`src/rtl/dmem_pkg.sv`:
```
// Shared definitions for the data-memory access controller and its CPU-side users.
// Holds the memory geometry, the controller state type, the request record
// and the address range helper used when DMEM_BOUNDS_CHECK_EN is defined.
package dmem_pkg;

    localparam int ADDR_W    = 15;
    localparam int DATA_W    = 16;
    localparam int MEM_DEPTH = 16384;

    typedef enum logic [2:0] {
        ST_IDLE  = 3'd0,
        ST_INIT  = 3'd1,
        ST_ISSUE = 3'd2,
        ST_WAIT  = 3'd3,
        ST_RESP  = 3'd4
    } dmem_state_t;

    typedef struct packed {
        logic              write;
        logic [ADDR_W-1:0] addr;
        logic [DATA_W-1:0] wdata;
    } dmem_req_t;

    // True when the word address falls inside the implemented memory.
    function automatic logic addr_in_range(input logic [ADDR_W-1:0] addr);
        return (32'(addr) < 32'(MEM_DEPTH));
    endfunction

endpackage

```
`src/rtl/dmem_access_ctrl.sv`:
```
// CPU-side initiator for the 16K x 16 data memory.
// Turns single load/store requests into memory cycles, hides the one-cycle
// registered read latency and returns results on a valid/ready channel.
// Optional macro DMEM_BOUNDS_CHECK_EN: out-of-range requests are answered
// directly with rsp_err=1 and never reach the memory.
module dmem_access_ctrl
    import dmem_pkg::*;
(
    input  logic              clk,
    input  logic              rst_n,
    input  logic              init_req,
    input  logic              req_valid,
    output logic              req_ready,
    input  logic              req_write,
    input  logic [ADDR_W-1:0] req_addr,
    input  logic [DATA_W-1:0] req_wdata,
    output logic              rsp_valid,
    input  logic              rsp_ready,
    output logic [DATA_W-1:0] rsp_rdata,
    output logic              rsp_err,
    output logic              busy,
    output logic              mem_initialize,
    output logic              mem_load,
    output logic [ADDR_W-1:0] mem_address,
    output logic [DATA_W-1:0] mem_in,
    input  logic [DATA_W-1:0] mem_out
);

    dmem_state_t       state_q, state_d;
    dmem_req_t         req_q, req_d;
    logic              rsp_valid_q, rsp_valid_d;
    logic [DATA_W-1:0] rsp_rdata_q, rsp_rdata_d;
    logic              rsp_err_q, rsp_err_d;
    logic              busy_q, busy_d;
    logic              mem_initialize_q, mem_initialize_d;
    logic              mem_load_q, mem_load_d;

    logic              req_ready_s;
    logic              accept_s;
    logic              req_oor_s;

    // Acceptance only in IDLE, never when a preload is requested, never in reset.
    assign req_ready_s = rst_n && (state_q == ST_IDLE) && !init_req;
    assign accept_s    = req_valid && req_ready_s;

`ifdef DMEM_BOUNDS_CHECK_EN
    assign req_oor_s = !addr_in_range(req_addr);
`else
    assign req_oor_s = 1'b0;
`endif

    // Next-state and next-output logic; outputs are registered from these values.
    always_comb begin
        state_d          = state_q;
        req_d            = req_q;
        rsp_rdata_d      = rsp_rdata_q;
        rsp_err_d        = rsp_err_q;
        mem_initialize_d = 1'b0;
        mem_load_d       = 1'b0;
        case (state_q)
            ST_IDLE: begin
                if (init_req) begin
                    state_d          = ST_INIT;
                    mem_initialize_d = 1'b1;
                end else if (accept_s) begin
                    req_d.write = req_write;
                    req_d.addr  = req_addr;
                    req_d.wdata = req_wdata;
                    if (req_oor_s) begin
                        // Answer immediately; the memory is never touched.
                        state_d     = ST_RESP;
                        rsp_rdata_d = {DATA_W{1'b0}};
                        rsp_err_d   = 1'b1;
                    end else begin
                        state_d    = ST_ISSUE;
                        rsp_err_d  = 1'b0;
                        mem_load_d = req_write;
                    end
                end else begin
                    state_d = ST_IDLE;
                end
            end
            ST_INIT: begin
                state_d = ST_IDLE;
            end
            ST_ISSUE: begin
                if (req_q.write) begin
                    state_d     = ST_RESP;
                    rsp_rdata_d = {DATA_W{1'b0}};
                end else begin
                    state_d = ST_WAIT;
                end
            end
            ST_WAIT: begin
                // Registered memory data is valid during this cycle.
                rsp_rdata_d = mem_out;
                state_d     = ST_RESP;
            end
            ST_RESP: begin
                if (rsp_ready) begin
                    state_d = ST_IDLE;
                end else begin
                    state_d = ST_RESP;
                end
            end
            default: begin
                state_d = ST_IDLE;
            end
        endcase
        rsp_valid_d = (state_d == ST_RESP);
        busy_d      = (state_d != ST_IDLE);
    end

    // State, captured request and registered outputs; reset drops any transaction.
    always_ff @(posedge clk or negedge rst_n) begin
        if (!rst_n) begin
            state_q          <= ST_IDLE;
            req_q            <= '0;
            rsp_valid_q      <= 1'b0;
            rsp_rdata_q      <= {DATA_W{1'b0}};
            rsp_err_q        <= 1'b0;
            busy_q           <= 1'b0;
            mem_initialize_q <= 1'b0;
            mem_load_q       <= 1'b0;
        end else begin
            state_q          <= state_d;
            req_q            <= req_d;
            rsp_valid_q      <= rsp_valid_d;
            rsp_rdata_q      <= rsp_rdata_d;
            rsp_err_q        <= rsp_err_d;
            busy_q           <= busy_d;
            mem_initialize_q <= mem_initialize_d;
            mem_load_q       <= mem_load_d;
        end
    end

    assign req_ready      = req_ready_s;
    assign rsp_valid      = rsp_valid_q;
    assign rsp_rdata      = rsp_rdata_q;
`ifdef DMEM_BOUNDS_CHECK_EN
    assign rsp_err        = rsp_err_q;
`else
    assign rsp_err        = 1'b0 & rsp_err_q;
`endif
    assign busy           = busy_q;
    assign mem_initialize = mem_initialize_q;
    assign mem_load       = mem_load_q;
    // The captured request register drives the port and holds between cycles.
    assign mem_address    = req_q.addr;
    assign mem_in         = req_q.wdata;

endmodule

```
`config.mk`:
```
export PLATFORM = sky130hd
export DESIGN_NAME = dmem_access_ctrl
export DESIGN_NICKNAME = d
export VERILOG_FILES = /design/src/rtl/dmem_pkg.sv /design/src/rtl/dmem_access_ctrl.sv
export SDC_FILE = /design/constraint.sdc
export NUM_CORES = 1
export LEC_CHECK = 0
export ABC_AREA = 1
export CAP_MARGIN = 20
export CORE_UTILIZATION = 38
export DETAILED_ROUTE_END_ITERATION = 6
export HOLD_SLACK_MARGIN = 0.05
export PLACE_DENSITY_LB_ADDON = 0.08
export SYNTH_ARGS = -nofsm -noshare
export SYNTH_HDL_FRONTEND = slang
export SYNTH_SLANG_ARGS = --single-unit
```
`constraint.sdc`:
```
create_clock -name clk -period 1.03 [get_ports clk]
set_input_delay 0.103 -clock clk [delete_from_list [all_inputs] [get_ports clk]]
set_output_delay 0.103 -clock clk [all_outputs]
set_load 0.01 [all_outputs]
```
==> impl_metrics.ini, run 1 <==
[run_status]
status = complete, but fails checks
violations = setup timing

[detailed_routing]
remaining_drc_errors = 0
routed_wl_um = 6180
drtIter0Drc = 86
first_pass_iters = 4
num_vias = 2133
ant_nets = 0
vias_per_cell = 4.56
wl_per_cell_um = 13.2

[synthesis]
avgSynthCellArea_um2 = 9.08
syn-cell-area_um2 = 2520
ys_seq_area_share_pct = 54.7
synth_top_cell_by_area = dfrtp_1
synth_fp_nets = 330
yosys.area.top_type_share_pct = 54.7
synth_edf_count = 0
ys_warn_count = 0
syn_inst = 277
async_flop_share_pct = 100
synth-seq-cells = 55
synth_most_common_cell = nand2_1
ys.flop_type = dfrtp_1
ys_types = 16
synth_area_leaders = dfrtp_1 (55%), nand2_1 (15%), nand3_1 (9.9%), buf_4 (9.8%), buf_6 (2.7%)
synth_top_cells_by_count = nand2_1 (103), dfrtp_1 (55), nand3_1 (50), buf_4 (33), inv_1 (9)

[flow_run]
max-cap-violations = 0

[clock_network]
cts.sinks = 55
h-tree-depth = 2
clk_pin_slew_ns = 0.10
cts_tree = yes
cts_buffers = 5
insertion_delay_ns = 0.31
clockBufferDepth = 2
root_buffer = clkbuf_8

[setup_path]
required_ns = 0.93
critPathArrivalTime_ns = 1.17
crit_path_start_kind = flip-flop
cp_max_fo = 4
critPathKind = reg -> out
end_kind = output pin

[global_route]
grt_pass1_wl_um = 9560
grt_overflow_total = 0
globalRouteTotalUtil_pct = 17.1
grt_pass1_vias = 2034
grt_max_degree = 50
antenna_found_initial = 0

[power_and_ir_drop]
p_int_mw = 6.29
p_sw_share_pct = 36.1
switching_power_mw = 3.56
p_per_area_nw_per_um2 = 2610
peakVddDrop_mv = 1.19
power.leakage_nw = 2.03
clockPowerShare_pct = 15.1
p_comb_share_pct = 47.9
seqPwrFrac_pct = 37.0

[finish]
multi_input_area_um2 = 833
regArea_um2 = 1380
nNetsFinal = 443
syn_to_final_growth_pct = 49.9
num_antenna_cells = 0
final_util_pct = 59.1
fill_cells = 593
layout-drive-gt1-share_pct = 35.5
post-route-cell-area_um2 = 3770

[floorplan]
fp-row-count = 29
core_area_um2 = 6390
io_pins = 106
dieArea_um2 = 6950
die_w_um = 83.4
start_util_pct = 39.4
die_height_um = 83.4

[sta]
fin_crit_ns = 1.27
setup_viol = 54
hold_viol = 0
worst_clock_skew_ns = 0.00655
slew_viol_final = 0
finalCritPeriodShare_pct = 124
rsz0062_at_grt = true
timing.fmax_ghz = 0.785
setup_ws_ns = -0.244

[placed_design]
gp_congestion = 0.699
hpwl_um = 3710
place_area_um2 = 3470
port_buffers = 104

[min_path]
hp-class = in -> reg
==> worst max-delay path: stages (launching register included) <==
cell and delay [ns]:
dfrtp_2 0.45, nor2_8 0.13, nand2_4 0.07, nor2_8 0.10, buf_6 0.11
==> routing by layer <==
metal,up-vias,part of all wire (%),GRT usage [%]
met2,75,47,27.0
met5,-,0,0
met1,992,45,22.5
met4,0,1.2,5.17
li1,1059,-,-
met3,7,7.0,5.57
==> stage by stage <==
stage               std cells  setup TNS, ns  hold WS, ns  total power [mW]  setup slack, ns
floorplan                 277          -3.43       -0.193              6.41          -0.0905
global placement          427         -20.23        0.181              8.07           -0.487
detailed placement        427         -20.84        0.182              8.12           -0.476
CTS                       456         -10.15        0.323              9.61           -0.248
global route              468         -14.05        0.330              10.6           -0.306
finish                    468         -10.40        0.332              9.85           -0.244
==> worst paths after layout <==
| kind | from | endpoint | cells past startpoint | slack, ns |
|---|---|---|---|---|
| hold / removal | req_addr[9] | mem_address[9] | 3 | 0.33 |
| setup reg to reg | state_q[1] | mem_in[1] | 6 | -0.23 |
| setup / recovery | state_q[1] | req_ready | 4 | -0.24 |
| hold reg to reg | rsp_rdata[15] | rsp_rdata[15] | 2 | 0.48 |
| max in group asynchronous | rst_n | mem_initialize | 3 | 0.26 |
| min in group asynchronous | rst_n | mem_address[7] | 4 | 0.40 |
==> sequential cells by signal, summed over array words and instances (netlist names) <==
register / count
rsp_valid: 1
mem_initialize: 1
rsp_rdata: 16
mem_address: 15
state_q: 3
mem_load: 1
req_q: 1
busy: 1
mem_in: 16
==> layout by cell type, fill, tap and decap left out <==
master           instances
nand2_1                 89
dfrtp_1                 53
clkdlybuf4s50_1         51
buf_2                   48
nand3_1                 47
buf_4                   31
nand2_2                 12
inv_1                    8
clkbuf_8                 6
buf_6                    6
buf_12                   6
nor2_4                   5
clkbuf_2                 4
inv_2                    3
nand2_4                  3
nand3_2                  3
clkbuf_16                3
nor2_8                   2
dlygate4sd3_1            2
dfrtp_2                  2
nor2_1                   1
nand4_4                  1
inv_8                    1
conb_1                   1
clkinv_2                 1
bufinv_16                1
clkinvlp_4               1
==> power groups by stage <==
stage          clock, mW  combinational (mW)  sequential, mW
6_report            1.49                4.72            3.65
5_1_grt             1.63                5.16            3.77
4_1_cts             1.53                4.43            3.65
3_5_place_dp           0                4.44            3.67
3_3_place_gp           0                4.39            3.68
2_1_floorplan          0                2.66            3.75
==> cell type report <==
| type | count | area share, % |
|---|---|---|
| Clock inverter | 2 | 0.929 |
| Clock buffer | 6 | 2.19 |
| Timing Repair Buffer | 151 | 34.1 |
| Tap cell | 77 | 2.55 |
| Multi-Input combinational cell | 164 | 22.1 |
| Inverter | 12 | 1.39 |
| Sequential cell | 55 | 36.6 |
| Timing Repair inverter | 1 | 0.199 |
==> cells by family (layout without fill, tap and decap cells) <==
| family | after synthesis | count (layout) | synth area share, % |
|---|---|---|---|
| buf+inv | 58 | 172 | 15.7 |
| flops | 55 | 55 | 54.7 |
| other cells | 1 | 1 | 0.149 |
| simple gates | 163 | 163 | 29.5 |
==> what timing repair did <==
item                       CTS  global route
setup buffers               18             9
setup endpoints to repair  107            69
hold buffers                 2             0
hold endpoints to repair    55             0
resized for setup          221            26
cloned                       1             3
pin swaps                    4             5
Power figures use the tool's default switching activity.
==> run 2: changes to the inputs <==
PLACE_DENSITY = 0.8   (was unset)
PLACE_DENSITY_LB_ADDON = unset   (was 0.08)
==> run 2 against run 1 <==
Against the previous run: the flow still finishes with violations (setup timing); wire length increased by 3.3%; global-route usage increased by 0.69 points; hold slack got worse by 0.095 ns; register-to-register slack got worse by 0.02 ns; clock skew decreased by 0.00090 ns; clock power increased by 13%; critical path depth unchanged; final cell count decreased by 1.1%.
==> impl_metrics.ini, run 2 (same netlist as run 1, synthesis figures left out) <==
[run_status]
status = complete, but fails checks
violations = setup timing

[sta]
finalCritPeriodShare_pct = 125
finalSetupTns_ns = -11.43
fin_crit_ns = 1.29
timing.fmax_ghz = 0.775
setup_ws_ns = -0.261
rsz0062_at_grt = true
slew_viol_final = 0
hold_viol = 0
worst_clock_skew_ns = 0.00565
hold_ws_ns = 0.237
setup_viol = 55

[setup_path]
cp_common_cell = nor2_8
slowest_delay_ns = 0.46
r2r-start = state_q[1]
crit_path_start_kind = flip-flop
critPathKind = reg -> out
r2r_end = rsp_rdata[9]
reg2reg_slack_ns = -0.25
critPathArrivalTime_ns = 1.19
cp_max_fo = 4
cp_slowest_cell = dfrtp_2
end_kind = output pin
path_cells = nor2_8 -> nand2_4 -> nor2_8 -> buf_6
required_ns = 0.93
r2r.worst_path.cells = 7

[floorplan]
start_util_pct = 39.4
core_area_um2 = 6390
io_pins = 106
die_height_um = 83.4
dieArea_um2 = 6950
fp-row-count = 29
die_w_um = 83.4

[finish]
final_util_pct = 58.3
final_cell_mix = nand2_1 (95), dfrtp_1 (53), clkdlybuf4s50_1 (51), buf_2 (50), nand3_1 (43)
final_common_cell = nand2_1
num_antenna_cells = 0
fin_cells = 463
syn_to_final_growth_pct = 47.9
nNetsFinal = 438
layout-drive-gt1-share_pct = 33.9
fill_cells = 557

[placed_design]
hpwl_um = 4130
port_buffers = 104
place_inst = 427
gp_congestion = 0.735

[detailed_routing]
wl_per_cell_um = 13.8
vias_per_cell = 4.56
remaining_drc_errors = 0
first_pass_iters = 4
drtIter0Drc = 82
num_vias = 2109
routed_wl_um = 6380
ant_nets = 0

[power_and_ir_drop]
p_per_area_nw_per_um2 = 2680
finalPower_mw = 9.97
peakVddDrop_mv = 1.27
power.leakage_nw = 1.99

[clock_network]
cts.sinks = 55
cts_buffers = 5
h-tree-depth = 2
root_buffer = clkbuf_8
cts_tree = yes
insertion_delay_ns = 0.30
clockBufferDepth = 2
clk_pin_slew_ns = 0.10

[global_route]
grt_pass1_wl_um = 9870
antenna_found_initial = 0
grt_max_degree = 39
globalRouteTotalUtil_pct = 17.8
grt_pass1_vias = 2062
grt_overflow_total = 0

[min_path]
hp-class = in -> async

[flow_run]
max-cap-violations = 0
## run 2: cell count changes in the layout (fill, tap and decap cells not counted), sizes merged
| cell | before | now |
|---|---|---|
| inv | 12 | 13 |
| clkbuf | 13 | 10 |
| clkinv | 1 | 0 |
| bufinv | 1 | 2 |
| buf | 91 | 88 |
## run 2: timing repair
item / 4_1_cts / 5_1_grt
hold endpoints to repair: 55 / 0
hold buffers: 2 / 0
gates resized for setup: 214 / 30
pin swaps: 1 / 12
setup endpoints to repair: 106 / 63
gates cloned: 1 / 4
setup buffers: 13 / 9
## run 2: final cells by class
type	instances	area, um^2	share of cell area, %
clock buffers	5	68.8	1.85
clock inverters	3	67.6	1.82
inverters	12	52.6	1.41
multi-input cells	164	828	22.3
flip-flops and latches	55	1380	37.0
well taps	77	96.3	2.59
repair buffers	146	1220	32.9
repair inverters	1	6.26	0.168
## run 2: report_power, final
group | internal [mW] | switching, mW
sequential | 3.12 | 0.545
clock | 0.969 | 0.711
combinational | 2.26 | 2.36
total | 6.35 | 3.61
## run 2: metal layers
layer  up-vias  part of all wire, %  GRT usage (%)
li1       1045                    -              -
met4         0                 0.58           2.82
met5         -                    0              0
met3         4                  5.8           4.87
met2        71                   50           30.7
met1       989                   44           22.8
## run 2: critical path: cells and delay by family (launching register included)
kind / cells / cell delay, ns
buffers and inverters: 1 / 0.11
and+or+nand+nor: 3 / 0.31
DFF: 1 / 0.46
## run 2: metrics by stage
step	setup slack, ns	cell area, um^2
2_1_floorplan	-0.0905	2540
3_3_place_gp	-0.486	3440
3_5_place_dp	-0.504	3440
4_1_cts	-0.268	3540
5_1_grt	-0.320	3720
6_report	-0.261	3720
## run 2: worst max path at each step
| stage | startpoint | endpoint | slack [ns] | cells after the start |
|---|---|---|---|---|
| finish | state_q[1] | req_ready | -0.26 | 4 |
| global route | state_q[1] | req_ready | -0.32 | 4 |
| CTS | state_q[1] | req_ready | -0.27 | 4 |
| detailed placement | init_req | req_ready | -0.50 | 5 |
| global placement | init_req | req_ready | -0.49 | 5 |
| floorplan | state_q[0] | req_q[31] | -0.09 | 6 |
